--- src/rtl/instr_fetch.sv ---
// Fetch stage: owns the PC, issues reads to instr_mem and hands {instr, pc} to decode
// through an output register backed by a one-entry skid buffer. Optional: FETCH_PERF_CNT_EN.
module instr_fetch #(
    parameter int INSTR_WIDTH = 32,
    parameter int ADDR_WIDTH  = 32,
    parameter logic [ADDR_WIDTH-1:0] RESET_PC = {ADDR_WIDTH{1'b0}}
) (
    input  logic                   clk,
    input  logic                   rst,
    output logic                   mem_en,
    output logic [ADDR_WIDTH-1:0]  mem_addr,
    input  logic [INSTR_WIDTH-1:0] mem_dout,
    input  logic                   br_taken,
    input  logic [ADDR_WIDTH-1:0]  br_target,
    input  logic                   id_ready,
    output logic                   if_valid,
    output logic [INSTR_WIDTH-1:0] if_instr,
    output logic [ADDR_WIDTH-1:0]  if_pc
`ifdef FETCH_PERF_CNT_EN
    ,
    output logic [31:0]            perf_fetch_cnt,
    output logic [31:0]            perf_stall_cnt
`endif
);

    localparam logic [ADDR_WIDTH-1:0] PC_STEP    = {{(ADDR_WIDTH-3){1'b0}}, 3'd4};
    localparam logic [ADDR_WIDTH-1:0] ALIGN_MASK = {{(ADDR_WIDTH-2){1'b1}}, 2'b00};

    logic [ADDR_WIDTH-1:0]  pc_r;
    logic                   pending_r;
    logic [ADDR_WIDTH-1:0]  pending_pc_r;
    logic                   skid_valid_r;
    logic [INSTR_WIDTH-1:0] skid_instr_r;
    logic [ADDR_WIDTH-1:0]  skid_pc_r;
    logic                   issue_s;
    logic                   xfer_s;
    logic                   load_out_s;

    // Issue is withheld whenever the returning word could find nowhere to land.
    always_comb begin
        issue_s    = 1'b0;
        xfer_s     = if_valid & id_ready;
        load_out_s = ~if_valid | xfer_s;
        if (!rst && !br_taken && !skid_valid_r && !(pending_r && if_valid && !id_ready)) begin
            issue_s = 1'b1;
        end else begin
            issue_s = 1'b0;
        end
    end

    assign mem_en   = issue_s;
    assign mem_addr = pc_r;

    // PC advance and in-flight read tracking; a redirect discards the outstanding read.
    always_ff @(posedge clk) begin
        if (rst) begin
            pc_r         <= RESET_PC;
            pending_r    <= 1'b0;
            pending_pc_r <= {ADDR_WIDTH{1'b0}};
        end else if (br_taken) begin
            pc_r      <= br_target & ALIGN_MASK;
            pending_r <= 1'b0;
        end else begin
            pending_r <= issue_s;
            if (issue_s) begin
                pending_pc_r <= pc_r;
                pc_r         <= pc_r + PC_STEP;
            end
        end
    end

    // Output register and skid buffer; the skid entry is always older than the return word.
    always_ff @(posedge clk) begin
        if (rst) begin
            if_valid     <= 1'b0;
            if_instr     <= {INSTR_WIDTH{1'b0}};
            if_pc        <= {ADDR_WIDTH{1'b0}};
            skid_valid_r <= 1'b0;
            skid_instr_r <= {INSTR_WIDTH{1'b0}};
            skid_pc_r    <= {ADDR_WIDTH{1'b0}};
        end else if (br_taken) begin
            if_valid     <= 1'b0;
            skid_valid_r <= 1'b0;
        end else if (pending_r) begin
            if (load_out_s) begin
                if_valid <= 1'b1;
                if (skid_valid_r) begin
                    if_instr     <= skid_instr_r;
                    if_pc        <= skid_pc_r;
                    skid_instr_r <= mem_dout;
                    skid_pc_r    <= pending_pc_r;
                end else begin
                    if_instr <= mem_dout;
                    if_pc    <= pending_pc_r;
                end
            end else begin
                skid_valid_r <= 1'b1;
                skid_instr_r <= mem_dout;
                skid_pc_r    <= pending_pc_r;
            end
        end else if (xfer_s) begin
            if (skid_valid_r) begin
                if_instr     <= skid_instr_r;
                if_pc        <= skid_pc_r;
                skid_valid_r <= 1'b0;
            end else begin
                if_valid <= 1'b0;
            end
        end
    end

`ifdef FETCH_PERF_CNT_EN
    // Free-running transfer and stall counters; only reset clears them.
    always_ff @(posedge clk) begin
        if (rst) begin
            perf_fetch_cnt <= 32'd0;
            perf_stall_cnt <= 32'd0;
        end else begin
            if (xfer_s) begin
                perf_fetch_cnt <= perf_fetch_cnt + 32'd1;
            end
            if (if_valid && !id_ready) begin
                perf_stall_cnt <= perf_stall_cnt + 32'd1;
            end
        end
    end
`endif

endmodule
--- config.mk ---
export PLATFORM = sky130hd
export DESIGN_NAME = instr_fetch
export DESIGN_NICKNAME = d
export VERILOG_FILES = /design/src/rtl/instr_fetch.sv
export SDC_FILE = /design/constraint.sdc
export NUM_CORES = 1
export LEC_CHECK = 0
export CORE_ASPECT_RATIO = 0.5
export CORE_UTILIZATION = 40
export DETAILED_ROUTE_END_ITERATION = 10
export GPL_ROUTABILITY_DRIVEN = 0
export PLACE_DENSITY_LB_ADDON = 0.25
export SLEW_MARGIN = 0
export SYNTH_ARGS = -nofsm -noshare
export SYNTH_HDL_FRONTEND = slang
export SYNTH_SLANG_ARGS = --single-unit
--- constraint.sdc ---
create_clock -name clk -period 4.1 [get_ports clk]
set_input_delay 0.82 -clock clk [delete_from_list [all_inputs] [get_ports clk]]
set_output_delay 0.82 -clock clk [all_outputs]
set_load 0.02 [all_outputs]
# == Word level (Yosys, flattened, before mapping) ==
# Cells that the tools add are included.
# word_totals
out_inout_bits,98
ff_bits,195
wordCells,62
inputBits,68
# op_classes
n_eq_ne,4
bitwise_logic,4
n_mux,24
reduce_logical,19
n_addsub,1
# ops
cell,count
32-bit 2-to-1 mux,16
32-bit by 3-bit adder with 32-bit output (second input constant),1
1-bit 2-to-1 mux,8
2-bit != test (second input constant),3
3-bit AND reduction,2
2-bit nonzero test,3
1-bit logical AND,5
1-bit zero test,5
2-bit AND reduction,2
4-bit AND reduction,1
2-bit by 1-bit != test with 1-bit output (second input constant),1
1-bit inverter,2
2-bit OR reduction,1
1-bit bitwise AND,1
1-bit bitwise OR,1

# == Longest topological paths before layout ==
# logic_depth
depth_word,7
depth_mapped,9
depth_no_buf,5

# == Least setup slack after synthesis ==
# No wires, ideal clock.
# synth_timing
path_type,input port to output port
startpoint,in br_taken
endpoint,out mem_en
arrival_time_ns,2.183
required_ns,3.280
path_stages,6
n_path_buf,3
slack_ns,1.097
cell_sequence,buf_6 > or2_1 > buf_2 > or3_4 > clkinv_1 > clkbuf_1
# synth_between
elab_chain_len,5
# synth_lines
element,line,source
from (decl),13,"input logic br_taken,"
1-bit zero test,44,if (!rst && !br_taken && !skid_valid_r && !(pending_r && if_valid && !id_ready)) begin
1-bit logical AND (3 in a row),44,
1-bit 2-to-1 mux,44,
to (decl),10,"output logic mem_en,"
# Every way passes these cells.

# == Final worst setup path ==
# Same ends and word-level chain as after synthesis.

==> impl_summary.log <==
INFO  metric run_status = finished, final reports clean
INFO  metric worst_setup_path_start_kind = input pin
INFO  metric share_of_layout_cells_above_drive_strength_1 = approximately 5.5%
INFO  metric areal_power_density_over_the_cells = 395 nW/um2
INFO  metric regToRegSetupSlack = roughly 1.7 ns
INFO  metric path_common_cell = clkdlybuf4s50_1
INFO  metric die_w = 201 um
INFO  metric synthesis.area_per_instance = around 8.4 um2
INFO  metric timing.final.crit_share = 85.8%
INFO  metric i_o_pins = 166
INFO  metric worst_path_largest_cell_delay = 0.59 ns
INFO  metric pwr-share-clk = around 40%
INFO  metric timing.fmax = 0.284 GHz
INFO  metric grt_first_pass_wirelength = 34.3 mm
INFO  metric vias_per_cell = 5.31
INFO  metric drc_errors = 0
INFO  metric synth-warning-count = 0
INFO  metric clock-sinks = 187
INFO  metric rsz0062_at_grt = no
INFO  metric drt_pass1_iterations = 5
INFO  metric antenna_cells = 0
INFO  metric worstHoldPathType = reg -> reg
INFO  metric layout.filler_cells = 1848
INFO  metric max-clock-path-buffers = 2
INFO  metric grt_max_degree = 125
INFO  metric report.final.setup_viol = 0
INFO  metric critical_path.cell_chain = clkdlybuf4s50_1 -> or2_1 -> or3_4 -> clkinv_1 -> clkdlybuf4s50_1
INFO  metric antenna_found_initial = 0
INFO  metric critical_path_peak_fanout = 7
INFO  metric fin_tns_setup = 0 ns
INFO  metric row_count = 36
INFO  metric number_of_flops_mapped_to_enable_cells_by_yosys = 0
INFO  metric starting_drt_drc_count = 477
INFO  metric route.antenna.remaining_nets = 0
INFO  metric synth_top_area_share = 47.1%
INFO  metric pre_cts_ws = 0.604 ns
INFO  metric fin_crit = 3.52 ns
INFO  metric arrival = 2.70 ns
INFO  metric multi_input_area = around 3800 um2
INFO  metric cts_tree = yes
INFO  metric synthDistinctLibCells = 57
INFO  metric p_int = 0.00292 W
INFO  metric clock_insertion_delay_worst_skew = 0.44 ns
INFO  metric power_frac_comb = 11.7%
INFO  metric tightest_slew = 1.04 ns
INFO  metric synth-main-ff-cell = dfxtp_1
INFO  metric grt_overflow = 0
INFO  metric synthTopCellsByArea = dfxtp_1 47%, nand2_1 9.9%, mux2i_1 7.9%, a211oi_1 6.3%, a21oi_1 6.0%
INFO  metric cts_setup_buffers = 0
INFO  metric switching_share = around 28%
INFO  metric num_vias = ~7000
INFO  metric dpl.hpwl = between 10 and 15 mm
INFO  metric async_flop_share = 0%
INFO  metric final.setup_skew = around 0.013 ns
INFO  metric worstPathRequired = ~3.3 ns
INFO  metric postSynthRegisterBits = approximately 190
INFO  metric timing_hold_violations_final = 0
INFO  metric slew_headroom = 30.8%
INFO  metric via_count_of_the_first_global_routing_pass = 6332
INFO  metric cts_made_buffers = 17
INFO  metric groute.usage.overall = 20.8%
INFO  metric placeableCoreArea = 19500 um2
INFO  metric end_kind = primary output
INFO  metric drv_slew = 0
INFO  metric cts_htree_levels = 4
INFO  metric routed_wirelength = 21.2 mm
INFO  metric power_switching = 0.00112 W
INFO  metric layout.area.seq = 3740 um2
INFO  metric avgRoutedWirePerCell = 15.9 um
INFO  metric synth_seq_area_share = a little under half
INFO  metric layout_setup_ws = 0.584 ns
INFO  metric synth_area_leader_cell = dfxtp_1
INFO  metric whs = roughly 0.45 ns
INFO  metric p_seq_share = 48.2%
INFO  metric dieArea = 20500 um2
INFO  metric vdd.ir_drop.worst = 0.270 mV
INFO  metric path_clk_slew = 0.07 ns
INFO  metric mappedNetlistArea = roughly 8000 um2
INFO  metric cts_hold_buf = 0
INFO  metric clockRootBuffer = clkbuf_16
INFO  metric crit_type = in -> out
INFO  metric power.total = 0.00404 W
INFO  metric nets = between 1000 and 1500
INFO  metric timing.critical_path.slowest_stage_cell = clkdlybuf4s50_1
INFO  metric fp.dieH = 102 um
INFO  metric layout-area-overhead-vs-synth = 28.5%
INFO  metric drv.max_cap_violation_count = 0
INFO  metric postCtsResizedCells = 0
INFO  metric cellLeakagePower = between 3 and 4 nW
INFO  metric port_buffers = 159
INFO  metric syn-instance-count = 948
INFO  metric start_util = 40.9%
[worst paths after layout]
kind                                               startpoint                             to  cells past startpoint
worst max-delay path                                 br_taken                         mem_en                      5
worst min-delay path            skid_instr_r[31]$_SDFFE_PP0P_  skid_instr_r[31]$_SDFFE_PP0P_                      2
worst max register to register      skid_valid_r$_SDFFE_PP0P_       if_instr[2]$_SDFFE_PP0P_                      4
worst min register to register  skid_instr_r[31]$_SDFFE_PP0P_  skid_instr_r[31]$_SDFFE_PP0P_                      2
[cell usage after synthesis, types with 3 or more instances]
cell type	count
a211oi_1	67
a21oi_1	96
a311oi_1	6
a31oi_1	16
and2_1	7
and4_1	4
buf_1	10
buf_2	7
buf_4	4
buf_6	3
clkbuf_1	60
dfxtp_1	187
inv_1	9
mux2i_1	63
nand2_1	209
nand3_1	9
nand4_1	10
nor2_1	83
nor3_1	5
nor4_1	10
o221ai_1	6
o311ai_0	8
o31ai_1	4
or2_2	4
or3_1	4
or4_1	10
xnor2_1	5
[placed cells by master (no fill, tap or decap), types with 4 or more instances in the layout]
cell type / n
inv_1: 9
and2_1: 7
nor4_1: 10
buf_4: 11
inv_6: 6
or4_1: 10
mux2i_1: 63
o31ai_1: 4
o311ai_0: 8
o221ai_1: 6
nand3_1: 9
conb_1: 4
clkdlybuf4s50_1: 158
clkbuf_16: 17
nand2_1: 209
nor3_1: 4
a211oi_1: 67
a311oi_1: 6
a31oi_1: 16
dfxtp_1: 187
nor2_1: 82
inv_8: 4
or2_2: 4
xnor2_1: 5
and4_1: 4
a21oi_1: 96
or3_1: 4
nand4_1: 10
[metrics by stage]
step | util [%] | cells | area, um2
6_report | 52.5 | 1336 | 10200
5_1_grt | 52.5 | 1336 | 10200
4_1_cts | 52.5 | 1336 | 10200
3_5_place_dp | 49.6 | 1304 | 9640
3_3_place_gp | 49.6 | 1304 | 9640
2_1_floorplan | - | 951 | 7970
[power groups by stage]
stage	combinational (W)	clock [W]	sequential [W]
after floorplan	0.000200	0	0.00203
after CTS	0.000475	0.00166	0.00195
after global routing	0.000509	0.00175	0.00196
after detailed placement	0.000473	0	0.00199
after global placement	0.000468	0	0.00198
final	0.000472	0.00162	0.00195
[cells by family (layout without fill, tap and decap cells)]
kind of cell / count (synthesis) / after routing / share of synthesized area (%)
and+or+nand+nor: 377 / 377 / 21.2
AOI/OAI and AO/OA: 219 / 219 / 17.9
DFF: 187 / 187 / 47.1
buffers and inverters: 94 / 213 / 5.02
muxes: 64 / 64 / 8.07
xor gates and xnor gates: 5 / 5 / 0.551
adders and majority gates: 1 / 1 / 0.157
other: 1 / 4 / 0.0471
[metal layers]
layer  part of all wire (%)  GRT usage, %  routed length (um)
met1                     52          31.2               11000
met2                     43          30.1                9040
met3                    4.8          3.60                1030
met4                   0.88          6.06                 187
met5                      0             0                   0
[worst max-delay path, delay by kind of cell]
| family | cells | cell delay [ns] |
|---|---|---|
| AND/OR/NAND/NOR | 2 | 0.78 |
| buffers and inverters | 3 | 1.10 |
[registers in the layout (all words and copies together), names as in the netlist]
name,count
skid_pc_r,30
if_pc,30
pending_pc_r,30
mem_addr,30
pending_r,1
skid_instr_r,32
if_instr,32
skid_valid_r,1
if_valid,1
[final cells by class]
type                       instances  share of cell area (%)
clock buffer                      17                    4.16
clock inverter                    15                    1.47
sequential                       187                    36.6
multi-input combinational        670                    37.5
tap                              266                    3.26
inverter                          10                   0.367
timing repair buffer             171                    16.6
No activity file was read; power rests on OpenSTA's default activity.
